==> src/rtl/pcap_ipd_pkg.sv <==
// Shared definitions for the pcap inter-packet delay block.
package pcap_ipd_pkg;

    localparam int unsigned DEFAULT_DELAY_LSB   = 32;
    localparam int unsigned DEFAULT_DELAY_WIDTH = 32;

    localparam logic [1:0] ST_IDLE = 2'd0;
    localparam logic [1:0] ST_HOLD = 2'd1;
    localparam logic [1:0] ST_SEND = 2'd2;

    typedef enum logic [1:0] {
        IDLE = ST_IDLE,
        HOLD = ST_HOLD,
        SEND = ST_SEND
    } ipd_state_e;

    // Value the gap counter parks at after reset and when idle for a long time.
    localparam logic [DEFAULT_DELAY_WIDTH-1:0] GAP_CNT_SAT = '1;

endpackage

==> src/rtl/pcap_ipd_gap_counter.sv <==
// Idle-cycle counter since the last accepted tlast beat, with release compares.
// gap_cnt parks at all-ones after reset so the first packet is never held.
module pcap_ipd_gap_counter
    import pcap_ipd_pkg::*;
#(
    parameter int unsigned DELAY_WIDTH = DEFAULT_DELAY_WIDTH
) (
    input  logic                   clk,
    input  logic                   rst,
    input  logic                   clr,
    input  logic [DELAY_WIDTH-1:0] live_target,
    input  logic [DELAY_WIDTH-1:0] hold_target,
    output logic                   live_ge,
    output logic                   hold_ge
);

    logic [DELAY_WIDTH-1:0] gap_cnt;

    // Saturating count of cycles since the last tlast handshake.
    always_ff @(posedge clk) begin
        if (rst) begin
            gap_cnt <= '1;
        end else if (clr) begin
            gap_cnt <= '0;
        end else if (gap_cnt != '1) begin
            gap_cnt <= gap_cnt + DELAY_WIDTH'(1);
        end
    end

    assign live_ge = (gap_cnt >= live_target);
    assign hold_ge = (gap_cnt >= hold_target);

endmodule

==> src/rtl/pcap_inter_packet_delay.sv <==
// Holds the first beat of each packet until the programmed inter-packet gap
// has elapsed since the previous packet's last handshake; data passes through.
// Optional statistics counters are built when PCAP_IPD_STATS_EN is defined.
module pcap_inter_packet_delay
    import pcap_ipd_pkg::*;
#(
    parameter int unsigned C_AXIS_DATA_WIDTH  = 256,
    parameter int unsigned C_AXIS_TUSER_WIDTH = 128,
    parameter int unsigned DELAY_WIDTH        = DEFAULT_DELAY_WIDTH,
    parameter int unsigned DELAY_LSB          = DEFAULT_DELAY_LSB
) (
    input  logic                            axi_aclk,
    input  logic                            axi_reset,
    input  logic [C_AXIS_DATA_WIDTH-1:0]    s_axis_tdata,
    input  logic [C_AXIS_DATA_WIDTH/8-1:0]  s_axis_tstrb,
    input  logic [C_AXIS_TUSER_WIDTH-1:0]   s_axis_tuser,
    input  logic                            s_axis_tvalid,
    output logic                            s_axis_tready,
    input  logic                            s_axis_tlast,
    output logic [C_AXIS_DATA_WIDTH-1:0]    m_axis_tdata,
    output logic [C_AXIS_DATA_WIDTH/8-1:0]  m_axis_tstrb,
    output logic [C_AXIS_TUSER_WIDTH-1:0]   m_axis_tuser,
    output logic                            m_axis_tvalid,
    input  logic                            m_axis_tready,
    output logic                            m_axis_tlast,
    input  logic                            ipd_en,
    input  logic                            ipd_use_reg,
    input  logic [DELAY_WIDTH-1:0]          ipd_reg_value,
`ifdef PCAP_IPD_STATS_EN
    input  logic                            stat_clr,
    output logic [31:0]                     stat_pkt_cnt,
    output logic [31:0]                     stat_hold_cycles,
`endif
    output logic                            busy
);

    ipd_state_e             state;
    ipd_state_e             state_nxt;
    logic [DELAY_WIDTH-1:0] live_target;
    logic [DELAY_WIDTH-1:0] hold_target;
    logic                   live_ge;
    logic                   hold_ge;
    logic                   pass;
    logic                   hold_load;
    logic                   last_hs;

    assign live_target = ipd_use_reg ? ipd_reg_value
                                     : s_axis_tuser[DELAY_LSB +: DELAY_WIDTH];

    assign last_hs = s_axis_tvalid & s_axis_tready & s_axis_tlast;

    pcap_ipd_gap_counter #(
        .DELAY_WIDTH (DELAY_WIDTH)
    ) u_gap_counter (
        .clk         (axi_aclk),
        .rst         (axi_reset),
        .clr         (last_hs),
        .live_target (live_target),
        .hold_target (hold_target),
        .live_ge     (live_ge),
        .hold_ge     (hold_ge)
    );

    // State register.
    always_ff @(posedge axi_aclk) begin
        if (axi_reset) begin
            state <= IDLE;
        end else begin
            state <= state_nxt;
        end
    end

    // Gap target captured on entry to HOLD; later register changes are ignored.
    always_ff @(posedge axi_aclk) begin
        if (axi_reset) begin
            hold_target <= '0;
        end else if (hold_load) begin
            hold_target <= live_target;
        end
    end

    // Next state and pass-through gating; a released first beat passes in the same cycle.
    always_comb begin
        state_nxt = state;
        pass      = 1'b0;
        hold_load = 1'b0;
        case (state)
            IDLE: begin
                if (!ipd_en || live_ge) begin
                    pass = 1'b1;
                    if (s_axis_tvalid && !(m_axis_tready && s_axis_tlast)) begin
                        state_nxt = SEND;
                    end
                end else if (s_axis_tvalid) begin
                    hold_load = 1'b1;
                    state_nxt = HOLD;
                end
            end
            HOLD: begin
                if (!ipd_en || hold_ge) begin
                    pass      = 1'b1;
                    state_nxt = (s_axis_tvalid && m_axis_tready && s_axis_tlast) ? IDLE : SEND;
                end
            end
            SEND: begin
                pass = 1'b1;
                if (s_axis_tvalid && m_axis_tready && s_axis_tlast) begin
                    state_nxt = IDLE;
                end
            end
            default: state_nxt = IDLE;
        endcase
        if (axi_reset) begin
            pass = 1'b0;
        end
    end

    assign m_axis_tvalid = pass & s_axis_tvalid;
    assign s_axis_tready = pass & m_axis_tready;
    assign m_axis_tdata  = s_axis_tdata;
    assign m_axis_tstrb  = s_axis_tstrb;
    assign m_axis_tuser  = s_axis_tuser;
    assign m_axis_tlast  = s_axis_tlast;
    assign busy          = (state != IDLE);

`ifdef PCAP_IPD_STATS_EN
    // Saturating packet and hold-cycle counters.
    always_ff @(posedge axi_aclk) begin
        if (axi_reset || stat_clr) begin
            stat_pkt_cnt     <= '0;
            stat_hold_cycles <= '0;
        end else begin
            if (last_hs && (stat_pkt_cnt != '1)) begin
                stat_pkt_cnt <= stat_pkt_cnt + 32'(1);
            end
            if ((state == HOLD) && (stat_hold_cycles != '1)) begin
                stat_hold_cycles <= stat_hold_cycles + 32'(1);
            end
        end
    end
`endif

endmodule

==> config.mk <==
export PLATFORM = sky130hd
export DESIGN_NAME = pcap_inter_packet_delay
export DESIGN_NICKNAME = d
export VERILOG_FILES = /design/src/rtl/pcap_ipd_pkg.sv /design/src/rtl/pcap_ipd_gap_counter.sv /design/src/rtl/pcap_inter_packet_delay.sv
export SDC_FILE = /design/constraint.sdc
export NUM_CORES = 1
export LEC_CHECK = 0
export ABC_AREA = 1
export CORE_AREA = 8 8 330 332
export CTS_BUF_LIST = sky130_fd_sc_hd__clkbuf_2 sky130_fd_sc_hd__clkbuf_4 sky130_fd_sc_hd__clkbuf_8
export CTS_CLUSTER_DIAMETER = 60
export DETAILED_ROUTE_END_ITERATION = 10
export DIE_AREA = 0 0 338 340
export HOLD_SLACK_MARGIN = 0.06
export MAX_ROUTING_LAYER = met4
export PLACE_DENSITY = 0.33
export SLEW_MARGIN = 10
export SYNTH_ARGS = -nofsm -noshare
export SYNTH_HDL_FRONTEND = slang
export SYNTH_HIERARCHICAL = 1
export SYNTH_SLANG_ARGS = --single-unit
==> constraint.sdc <==
create_clock -name axi_aclk -period 5 [get_ports axi_aclk]
set_input_delay 1 -clock axi_aclk [delete_from_list [all_inputs] [get_ports axi_aclk]]
set_output_delay 1 -clock axi_aclk [all_outputs]
set_load 0.01 [all_outputs]
-- After elaboration in Yosys (flattened, before gate mapping)
Cells that the tools add are included.
- add/subtract/negate cells: 1
- order comparisons: 2
- equal/unequal tests: 7
- multiplexer cells: 17
- bitwise operators: 4
- reduce and logical (&&, ||, !) cells: 12
- operator list (operator ; number):
    32-bit 2-to-1 mux ; 3
    32-bit greater-or-equal comparator ; 2
    32-bit by 1-bit adder with 32-bit output (second input constant) ; 1
    32-bit inequality test (second input constant) ; 1
    2-bit 2-to-1 mux ; 6
    1-bit 2-to-1 mux ; 6
    3-bit inequality test (second input constant) ; 2
    2-bit case mux with 3 select lines ; 1
    1-bit AND ; 4
    1-bit logical AND ; 4
    2-bit inequality test (second input constant) ; 2
    4-bit AND reduction ; 1
    2-bit nonzero test ; 2
    1-bit case mux with 3 select lines ; 1
    2-bit by 1-bit == test with 1-bit output (second input constant) ; 1
    2-bit == test (second input constant) ; 1
    1-bit logical NOT ; 2
    2-bit logical NOT ; 1
    1-bit logical OR ; 2
- flip-flop bits (word level): 66
- output and inout port bits: 420
- word-level logic and storage cells: 46

-- Depth between registers and ports, before layout
- depth after elaboration: 10
- gate-level depth with buffers: 26
- depth with buffers taken out: 23

-- Cells and area by module
The synthesis kept the hierarchy.
- by module, submodules not included (module ; instances ; cells each ; area each (um^2)):
    pcap_inter_packet_delay ; 1 ; 709 ; 5014.8
    pcap_ipd_gap_counter ; 1 ; 568 ; 3681.0

-- Worst setup path after synthesis
OpenSTA, ideal clock, no wires.
- kind: input to output
- start point: in ipd_use_reg
- end point: out m_axis_tvalid
- arrival: 2.951 ns
- data required time: 4.000 ns
- setup slack: 1.049 ns
- stages: 17
- path buffers: 2
- cell sequence: buf_6 clkbuf_2 o21ai_0 inv_1 ha_1 nand2_1 nor2_1 nand4_1 a21oi_1 nor2_1 nand2_1 inv_1 nand2_1 nor2_8 nor2_1 nand2_1 nor2_1
- word-level cells in the longest chain between the ends: 7
- RTL lines (element ; line ; text):
    start, declared ; pcap_inter_packet_delay.sv:27 ; input logic ipd_use_reg,
    32-bit 2-to-1 mux ; pcap_inter_packet_delay.sv:47 ; assign live_target = ipd_use_reg ? ipd_reg_value
    named net live_target[31] ; pcap_inter_packet_delay.sv:39 ; logic [DELAY_WIDTH-1:0] live_target;
    32-bit greater-or-equal comparator ; pcap_ipd_gap_counter.sv:30 ; assign live_ge = (gap_cnt >= live_target);
    named net live_ge ; pcap_inter_packet_delay.sv:41 ; logic live_ge;
    1-bit logical OR ; pcap_inter_packet_delay.sv:89 ; if (!ipd_en || live_ge) begin
    1-bit 2-to-1 mux ; pcap_inter_packet_delay.sv:89 ;
    1-bit case mux with 3 select lines ; pcap_inter_packet_delay.sv:87 ; case (state)
    1-bit 2-to-1 mux ; pcap_inter_packet_delay.sv:113 ; if (axi_reset) begin
    1-bit AND ; pcap_inter_packet_delay.sv:118 ; assign m_axis_tvalid = pass & s_axis_tvalid;
    end, declared ; pcap_inter_packet_delay.sv:23 ; output logic m_axis_tvalid,
The timed path passes the listed nets, and every way through them passes these cells.

-- Worst setup path in the final report
- start point: in s_axis_tuser[63]
- end point: out m_axis_tvalid
- word-level cells in the longest chain between the ends: 7
- RTL lines (element ; line ; text):
    start, declared ; pcap_inter_packet_delay.sv:16 ; input logic [C_AXIS_TUSER_WIDTH-1:0] s_axis_tuser,
    32-bit 2-to-1 mux ; pcap_inter_packet_delay.sv:47 ;
    named net live_target[31] ; pcap_inter_packet_delay.sv:39 ;
    32-bit greater-or-equal comparator ; pcap_ipd_gap_counter.sv:30 ;
    named net live_ge ; pcap_inter_packet_delay.sv:41 ;
    1-bit logical OR ; pcap_inter_packet_delay.sv:89 ;
    1-bit 2-to-1 mux ; pcap_inter_packet_delay.sv:89 ;
    1-bit case mux with 3 select lines ; pcap_inter_packet_delay.sv:87 ;
    1-bit 2-to-1 mux ; pcap_inter_packet_delay.sv:113 ;
    1-bit AND ; pcap_inter_packet_delay.sv:118 ;
The timed path passes the listed nets, and every way through them passes these cells.

==> results <==
[worst max-delay path, cell delays in order]
cell	delay, ns
clkdlybuf4s50_1	0.47
inv_1	0.09
o21ai_2	0.15
buf_4	0.14
inv_1	0.04
ha_1	0.29
nand2_1	0.08
nor2_2	0.14
nand4_1	0.20
a21oi_2	0.18
nor2_1	0.09
nand2_2	0.11
inv_1	0.05
nand2_2	0.11
nor2_8	0.05
nor2_1	0.08
nand2_1	0.10
nor2_1	0.15
clkdlybuf4s15_1	0.26
[metal layers]
layer	vias to the layer above	part of all wire	wire length, um	global-route usage
met5	-	0	0	-
met1	2685	0.43	15500	0.0727
li1	3081	-	-	-
met4	0	0.070	2510	0.0371
met3	179	0.13	4690	0.0360
met2	457	0.36	13000	0.0754
[placed cells by master (no fill, tap or decap), types with 4 or more instances in the layout]
master             n
nand2_1          219
inv_1            137
clkdlybuf4s50_1  102
nand3_1           91
nor2_1            68
dfxtp_1           66
ha_1              65
a21oi_1           63
buf_4             59
o21ai_0           30
nand3_2           22
or2_2             14
o21ai_1           10
clkbuf_8           9
nand4_1            8
buf_12             6
nand2_2            4
nor2_2             4
[power breakdown]
group / total [mW] / leakage, nW / switching [mW] / internal (mW)
Combinational: 2.11 / 2.99 / 1.29 / 0.817
Clock: 0.491 / 0.0962 / 0.257 / 0.234
Sequential: 0.873 / 0.539 / 0.224 / 0.649
[sequential cells by signal (all words and copies together), names as in the netlist]
| register | cells |
|---|---|
| state | 2 |
| u_gap_counter/gap_cnt | 32 |
| hold_target | 32 |
[area by class of cell]
| type | count | area (sq um) |
|---|---|---|
| fill | 12250 | 95100 |
| multi-input combinational | 626 | 3550 |
| inverter | 139 | 522 |
| sequential | 66 | 1320 |
| clock inverter | 7 | 76.3 |
| timing repair buffer | 171 | 1610 |
| clock buffer | 9 | 124 |
| tap | 1391 | 1740 |
[timing repair]
item                       in CTS  in global routing
hold endpoints to repair        0                  0
setup endpoints to repair       2                  2
resized for setup               8                  8
pin swaps                       2                  2
[stage by stage]
stage / worst slack [ns] / TNS (ns)
2_1_floorplan: 1.05 / 0
3_3_place_gp: -0.474 / -0.918
3_5_place_dp: -0.512 / -1.01
4_1_cts: 0.0362 / 0
5_1_grt: -0.0347 / -0.0347
6_report: 0.206 / 0
[cells by family after synthesis]
logic type,after synthesis,synth area share
and+or+nand+nor,444,0.241
AOI/OAI and AO/OA,117,0.0711
buffers and inverters,585,0.442
adders and majority gates,65,0.0935
DFF,66,0.152
[path summary, 6_finish.rpt]
| check | start | end | slack (ns) | depth (start not counted) |
|---|---|---|---|---|
| worst max-delay path | s_axis_tuser[63] | m_axis_tvalid | 0.21 | 19 |
| worst min-delay path | hold_target[24] | hold_target[24] | 0.47 | 2 |
| worst max register to register | u_gap_counter/gap_cnt[0] | u_gap_counter/gap_cnt[31] | 1.90 | 23 |
| worst min register to register | hold_target[24] | hold_target[24] | 0.47 | 2 |
==> impl_metrics.csv <==
group,metric,value,unit
final_layout,stdcell_area,8940,sq um
critical_path,critPathKind,"in -> out",
global_routing,grt_pass1_vias,6559,
clocking,numCtsBuffers,9,
placement,hpwl,29.8,mm
critical_path,worst_setup_path_end_kind,"primary output",
floorplanning,pin_count,875,
critical_path,cp_max_fo,3,
yosys,synth_top_cells_by_count,"417 x buf_4, 221 x nand2_1, 137 x inv_1",
clocking,clock_latency,0.38,ns
sta,slew_viol_final,0,
critical_path,required,4.00,ns
critical_path,cp.arrival,3.79,ns
yosys,yosysMostFrequentCell,"buf_4",
yosys,synth-seq-cells,66,
final_layout,drive_above_1_share,0.140,
floorplanning,die_width,338,um
floorplanning,core,104000,sq um
route,wire_per_inst,14.8,um
yosys,syn_area_per_cell,6.81,sq um
final_layout,antenna_cells,0,
floorplanning,initial_core_util,0.0836,
yosys,async_flop_share,0,
critical_path,start_kind,"primary input",
yosys,ys_top_cells_by_area,"buf_4 36%, dfxtp_1 15%, nand2_1 9.5%, ha_1 9.4%, inv_1 5.9%",
clocking,cts_setup_buffers,0,
global_routing,grt_pass1_wl,49.3,mm
clocking,path_clk_slew,0.09,ns
clocking,clock_sinks,66,
placement,gp_congestion,0.733,
sta,hold_slack,0.465,ns
yosys,yosysTopAreaCellShare,0.360,
yosys,synth_flop_cell,"dfxtp_1",
sta,setup_viol_count_final,0,
sta,max_freq,0.209,GHz
job,cap_violations,0,
worst_hold_path,hp-class,"reg -> reg",
power_and_ir_drop,vdd_drop_max,0.136,mV
yosys,yosysWarnings,6,
route,drcViolationCount,0,
yosys,synth_edf_count,0,
global_routing,grtUsageTotal,0.0607,
global_routing,overflow,0,
placement,port_buffers,106,
floorplanning,die_area,115000,sq um
final_layout,final_cells,2409,
clocking,htreeDepth,3,
route,drt-pass1-iter-count,4,
clocking,cts_buffer_depth,2,
sta,fin_crit,4.79,ns
global_routing,antenna_found_initial,1,
global_routing,grt_max_degree,36,
run_status,status,"complete, no violations",
floorplanning,dieHeight,340,um
sta,worstMarginPinSlew,0.542,ns
route,totalWireLength,35.7,mm
route,antenna_left,0,
floorplanning,std_cell_rows,119,
yosys,synth_area_leader_cell,"buf_4",
power_and_ir_drop,finalPower,3.47,mW
sta,hold_viol,0,
placement,post_dp_cell_area,8730,sq um
final_layout,fin_nets,1533,
yosys,synth_cell_types,35,
placement,dp_cells,2393,
route,drt-initial-drc-count,211,
final_layout,fin_util,0.0859,
route,viasPerCell,2.66,
yosys,synth_fp_nets,1797,
sta,slew_headroom,0.638,
clocking,cts_hold_buf,0,
sta,rsz0062_at_grt,"yes",
power_and_ir_drop,power_density,388,nW/um^2
route,vias,6402,
yosys,syn_inst,1277,
sta,finalCritPeriodShare,0.959,
clocking,cts_tree,"built",
yosys,syn-cell-area,8700,sq um
power_and_ir_drop,leakage,3.63,nW
sta,final.setup_skew,0.0162,ns
yosys,ys_seq_area_frac,0.152,
final_layout,area_delta_synth_final,2.82,%
clocking,cts_root_buffer,"clkbuf_8",
No activity file was read; power rests on OpenSTA's default activity.
